`src/rtl/bcd_display_scan.sv`:
```
// Two-digit multiplexed 7-segment driver for a BCD adder result.
// Units slot shows the captured sum, tens slot shows the carry.
module bcd_display_scan #(
  parameter int unsigned REFRESH_DIV = 50000
) (
  input  logic       clk,
  input  logic       rst_n,
  input  logic       load,
  input  logic [3:0] sum,
  input  logic       carry,
  output logic [6:0] seg,
  output logic [1:0] an,
  output logic       err
);

  localparam int unsigned CW =
    (REFRESH_DIV > 2) ? $clog2(REFRESH_DIV) : 1;
  localparam logic [CW-1:0] LAST = CW'(REFRESH_DIV - 1);

  localparam logic [6:0] SEG_E     = 7'b1001111;
  localparam logic [6:0] SEG_ONE   = 7'b0110000;
  localparam logic [6:0] SEG_BLANK = 7'b0000000;

  logic [CW-1:0] cnt;
  logic          sel;
  logic [3:0]    cap_sum;
  logic          cap_carry;
  logic          wrap;
  logic [6:0]    units_seg;
  logic [6:0]    tens_seg;
  logic          bad_digit;

  assign wrap = (cnt == LAST);

  always_ff @(posedge clk or negedge rst_n) begin
    if (!rst_n) begin
      cnt <= '0;
      sel <= 1'b0;
    end else if (wrap) begin
      cnt <= '0;
      sel <= ~sel;
    end else begin
      cnt <= cnt + 1'b1;
    end
  end

  always_ff @(posedge clk or negedge rst_n) begin
    if (!rst_n) begin
      cap_sum   <= 4'd0;
      cap_carry <= 1'b0;
    end else if (load) begin
      cap_sum   <= sum;
      cap_carry <= carry;
    end
  end

  always_comb begin
    units_seg = SEG_E;
    bad_digit = 1'b0;
    unique case (cap_sum)
      4'd0:    units_seg = 7'b1111110;
      4'd1:    units_seg = 7'b0110000;
      4'd2:    units_seg = 7'b1101101;
      4'd3:    units_seg = 7'b1111001;
      4'd4:    units_seg = 7'b0110011;
      4'd5:    units_seg = 7'b1011011;
      4'd6:    units_seg = 7'b1011111;
      4'd7:    units_seg = 7'b1110000;
      4'd8:    units_seg = 7'b1111111;
      4'd9:    units_seg = 7'b1111011;
      default: begin
        units_seg = SEG_E;
        bad_digit = 1'b1;
      end
    endcase
  end

  // leading zero is blanked but its digit enable stays on
  assign tens_seg = cap_carry ? SEG_ONE : SEG_BLANK;

  always_comb begin
    seg = units_seg;
    an  = 2'b01;
    unique case (1'b1)
      sel: begin
        seg = tens_seg;
        an  = 2'b10;
      end
      default: begin
        seg = units_seg;
        an  = 2'b01;
      end
    endcase
  end

  assign err = bad_digit;

endmodule

```
`config.mk`:
```
export PLATFORM = sky130hd
export DESIGN_NAME = bcd_display_scan
export DESIGN_NICKNAME = d
export VERILOG_FILES = /design/src/rtl/bcd_display_scan.sv
export SDC_FILE = /design/constraint.sdc
export NUM_CORES = 1
export LEC_CHECK = 0
export ABC_CLOCK_PERIOD_IN_PS = 4400
export CORE_UTILIZATION = 58
export CTS_BUF_LIST = sky130_fd_sc_hd__clkbuf_2 sky130_fd_sc_hd__clkbuf_4 sky130_fd_sc_hd__clkbuf_8
export CTS_CLUSTER_SIZE = 8
export DETAILED_ROUTE_END_ITERATION = 10
export GPL_TIMING_DRIVEN = 0
export MAX_ROUTING_LAYER = met4
export PLACE_DENSITY = 0.9
export SYNTH_ARGS = -nofsm -noshare
export SYNTH_HDL_FRONTEND = slang
export SYNTH_SLANG_ARGS = --single-unit
```
`constraint.sdc`:
```
create_clock -name clk -period 4.4 [get_ports clk]
set_clock_uncertainty 0.1 [all_clocks]
set_input_delay 0.88 -clock clk [delete_from_list [all_inputs] [get_ports clk]]
set_output_delay 0.88 -clock clk [all_outputs]
set_load 0.005 [all_outputs]
```
# --- After elaboration in Yosys (flattened, before gate mapping) ---
# Cells that the tools add are included.
# Widths: inputs -> output; s select.
word_totals:
  ff_bits: 22
  latch_bits: 0
  mem_bits_rw: 0
  rom_bits: 0
  in_bits: 8
  output_inout_bits: 10
  word_cells: 24
  memories: 0
op_classes:
  add_sub_neg: 1
  n_mul: 0
  div: 0
  order_cmp: 0
  eq_ne: 10
  n_shift: 0
  muxes: 6
  bitwise_logic: 1
  n_reduce_logical: 2
op_table:
  columns: ["cell", "count"]
  rows:
  - ["$pmux 7 s10", 1]
  - ["$add 16x1->16 const B", 1]
  - ["$eq 16x16->1 const B", 1]
  - ["$eq 4x3->1 const B", 4]
  - ["$mux 16", 1]
  - ["$reduce_or 10->1", 1]
  - ["$eq 4x2->1 const B", 2]
  - ["$eq 4x4->1 const B", 2]
  - ["$mux 7", 1]
  - ["$mux 6", 1]
  - ["$eq 4x1->1 const B", 1]
  - ["$logic_not 4->1", 1]
  - ["$mux 2", 1]
  - ["$mux 1", 1]
  - ["$not 1->1", 1]

# --- Depth between registers and ports, before layout ---
logic_depth:
  ltp_word: 3
  mapped_depth: 5
  ltp_nobuf: 5

# --- Worst setup path after synthesis ---
# Ideal clock, no wire load.
synth_path:
  kind: "reg2out"
  startpoint: "reg cap_sum[2]"
  endpoint: "out seg[6]"
  arrival_time_ns: 1.050
  required_ns: 3.420
  path_slack_ns: 2.370
  stages_incl_launch_ff: 5
  path_buffers: 1
  cell_sequence: "dfrtp_1 > clkbuf_1 > nand2b_1 > a21o_1 > o21a_1"
synth_between:
  elab_chain_cells: 3
  elab_cells_between_ends: 12
synth_rtl:
  columns: ["item", "line", "rtl"]
  rows:
  - ["start, declared", "26", "logic [3:0] cap_sum;"]
  - ["start signal, assigned", "52", "cap_sum <= sum;"]
  - ["$eq 4x4->1 (tied with other cells)", "60", "unique case (cap_sum)"]
  - ["$pmux 7 s10 (*)", "60", null]
  - ["$mux 7 (*)", "84", "unique case (1'b1)"]
  - ["end, declared", "11", "output logic [6:0] seg,"]
# Every way passes the cells marked *; elsewhere a longest branch is shown, timed or not.

# --- Worst setup path after layout ---
layout_path:
  startpoint: "reg cap_sum[2]"
  endpoint: "out seg[3]"
# The elaborated chain is that of the path after synthesis.

==> out/metrics.yaml <==
grt:
  grt_first_pass_wirelength_um: 3705
  grt_remaining_overflow: 0
  grt_max_degree: 23
  grtUsageTotal: 0.2632
  grt_pass1_vias: 890
  grt_antenna_before_repair: 0
setup_path:
  cp.required_ns: 3.42
  cp.arrival_ns: 1.96
  worst-path-max-fanout: 10
  worst-setup-path-type: "register to output pin"
  critPathLaunchType: "register"
  worstSetupEndpointType: "output pin"
  ff2ff_setup_slack_ns: 2.60
synthesis:
  synth-edff-count: 0
  syn_nets: 126
  ys.flop_type: "dfrtp_1"
  yosys.area.top_type: "dfrtp_1"
  synth-seq-area-share: 0.4900
  syn_area_per_cell_um2: 9.603
  ys.warnings.count: 0
  synth_area_um2: 1124
  synth_most_common_cell: "nor2_1"
  synth_area_leaders: "dfrtp_1 (49%), nor2_1 (7.7%), xnor2_1 (7.0%), xor2_1 (4.7%), mux2_2 (4.0%)"
  syn_inst: 117
  synth_seq_cells: 22
  async_flop_share: 1.000
  synth_top_area_share: 0.4900
  synth_common_cells: "nor2_1 (23), dfrtp_1 (22), xnor2_1 (9)"
  synth.distinct_cells: 25
power_and_ir_drop:
  totalPowerFinal_uw: 360.3
  swShare: 0.2418
  p_int_uw: 273.2
  combPwrFrac: 0.167
  total_leakage_power_uw: 0.0005797
  pwr-share-seq: 0.586
  peakVddDrop_mv: 0.2838
  clkPwrFrac: 0.248
  p_per_area_nw_per_um2: 267.4
  power_switching_uw: 87.13
clock_tree:
  holdBufCountCts: 0
  cts_resized: 0
  clk_root_buffer_cell: "clkbuf_4"
  cts_tree: "yes"
  htree_levels: 1
  cts_inserted_buffers: 3
  clkTransAtPathRegs_ns: 0.10
  clock_path_buffers: 2
  worstSkewPairLatency_ns: 0.31
  clock-sinks: 22
  cts_setup_buffers: 0
sta:
  worstMarginPinSlew_ns: 0.9374
  min_period_over_period: 0.6684
  period_minus_slack_ns: 2.941
  fmax_mhz: 340.0
  holdWs_ns: 0.3982
  slew_viol_final: 0
  setup_violations: 0
  finalHoldViolations: 0
  rsz0062_at_grt: "false"
  max-slew-margin-rel: 0.3731
  fin_setup_tns_ns: 0
run:
  max_cap_violations: 0
place:
  numPortBuffers: 17
  dp_hpwl_um: 1750
  gp_congestion: 0.8492
die:
  io_pins: 18
  die_x_um: 46.02
  rows: 15
  start_util: 0.6369
  fp.dieH_um: 46.02
  coreArea_um2: 1764
  die-area_um2: 2117
finish:
  antenna_cells: 0
  seqCellArea_um2: 550.5
  final_util: 0.7638
  area_growth_pct: 19.93
  multi_input_area_um2: 539.3
  fillers: 131
  final_layout_size_suffix_gt1_frac: 0.08029
  fin_nets: 148
drt:
  wire_per_inst_um: 14.06
  routed-wl-met3_um: 67
  dr_wl_met2_um: 1162
  drc: 0
  viasPerCell: 5.599
  drt_pass1_iterations: 4
  highest_layer: "met4"
  wl_um: 2278
  m1WireLength_um: 987
  ant_nets: 0
  drt_iter0_markers: 18
  dr_total_vias: 907
status:
  status: "finished clean"
worst_hold_path:
  worstHoldPathType: "register to register"
critical path: stages (launching register included):
cell             delay [ns]
dfrtp_1                0.34
clkbuf_1               0.31
nand2b_1               0.21
a21o_1                 0.15
a21oi_1                0.07
nor2_1                 0.09
clkdlybuf4s50_1        0.50
layer usage:
layer  GRT usage  vias up
met5           -        -
met4      0.1353        0
met3     0.03968        8
met2      0.4535       23
met1      0.2906      435
li1            -      441
cells in the final DEF, fill, tap and decap left out, types with 4 or more instances in the layout:
cell,instances
nand2_1,5
clkdlybuf4s50_1,17
nand4_1,4
inv_1,5
xor2_1,6
nand3_1,8
a21oi_1,5
nor3_1,6
dfrtp_1,22
xnor2_1,9
nor2_1,23
mux2_2,4
path summary, 6_finish.rpt:
kind	from	endpoint	cells after the start
max reg2reg	cnt[0]$_DFF_PN0_	cnt[14]$_DFF_PN0_	5
max in group asynchronous	rst_n	cnt[4]$_DFF_PN0_	1
min	cnt[0]$_DFF_PN0_	cnt[0]$_DFF_PN0_	1
max	cap_sum[2]$_DFFE_PN0P_	seg[3]	6
min reg2reg	cnt[0]$_DFF_PN0_	cnt[0]$_DFF_PN0_	1
min in group asynchronous	rst_n	cap_sum[3]$_DFFE_PN0P_	1
registers in the layout (all words and copies together) (netlist names):
name,count
cnt,16
cap_sum,4
cap_carry,1
sel,1
final cells by class:
| type | instances | area share |
|---|---|---|
| plain buffers | 3 | 0.01114 |
| clock buffers | 3 | 0.01671 |
| inverters | 5 | 0.01393 |
| multi-input cells | 87 | 0.4002 |
| flip-flops and latches | 22 | 0.4085 |
| well taps | 25 | 0.02321 |
| repair buffers | 17 | 0.1263 |
through the flow:
stage / cells / setup slack [ns] / cell area (um^2)
finish: 162 / 1.459 / 1348
global placement: 159 / 1.860 / 1325
CTS: 162 / 1.445 / 1348
detailed placement: 159 / 1.788 / 1325
global route: 162 / 1.304 / 1348
floorplan: 117 / 2.370 / 1124
power by group through the flow:
stage               combinational [uW]  sequential [uW]  clock, uW
finish                            60.2              211       89.2
floorplan                         27.0              214          0
CTS                               60.8              211       89.7
detailed placement                60.6              215          0
global placement                  58.5              214          0
global route                      66.7              212       95.8
logic make-up after synthesis:
logic type	synth area share
AO/OA/AOI/OAI	0.05790
XOR/XNOR	0.1169
adder cells (fa/ha/maj)	0.01113
buffers and inverters	0.03007
flip-flops	0.4900
multiplexers	0.04009
AND/OR/NAND/NOR	0.2539
Power figures use the tool's default switching activity.
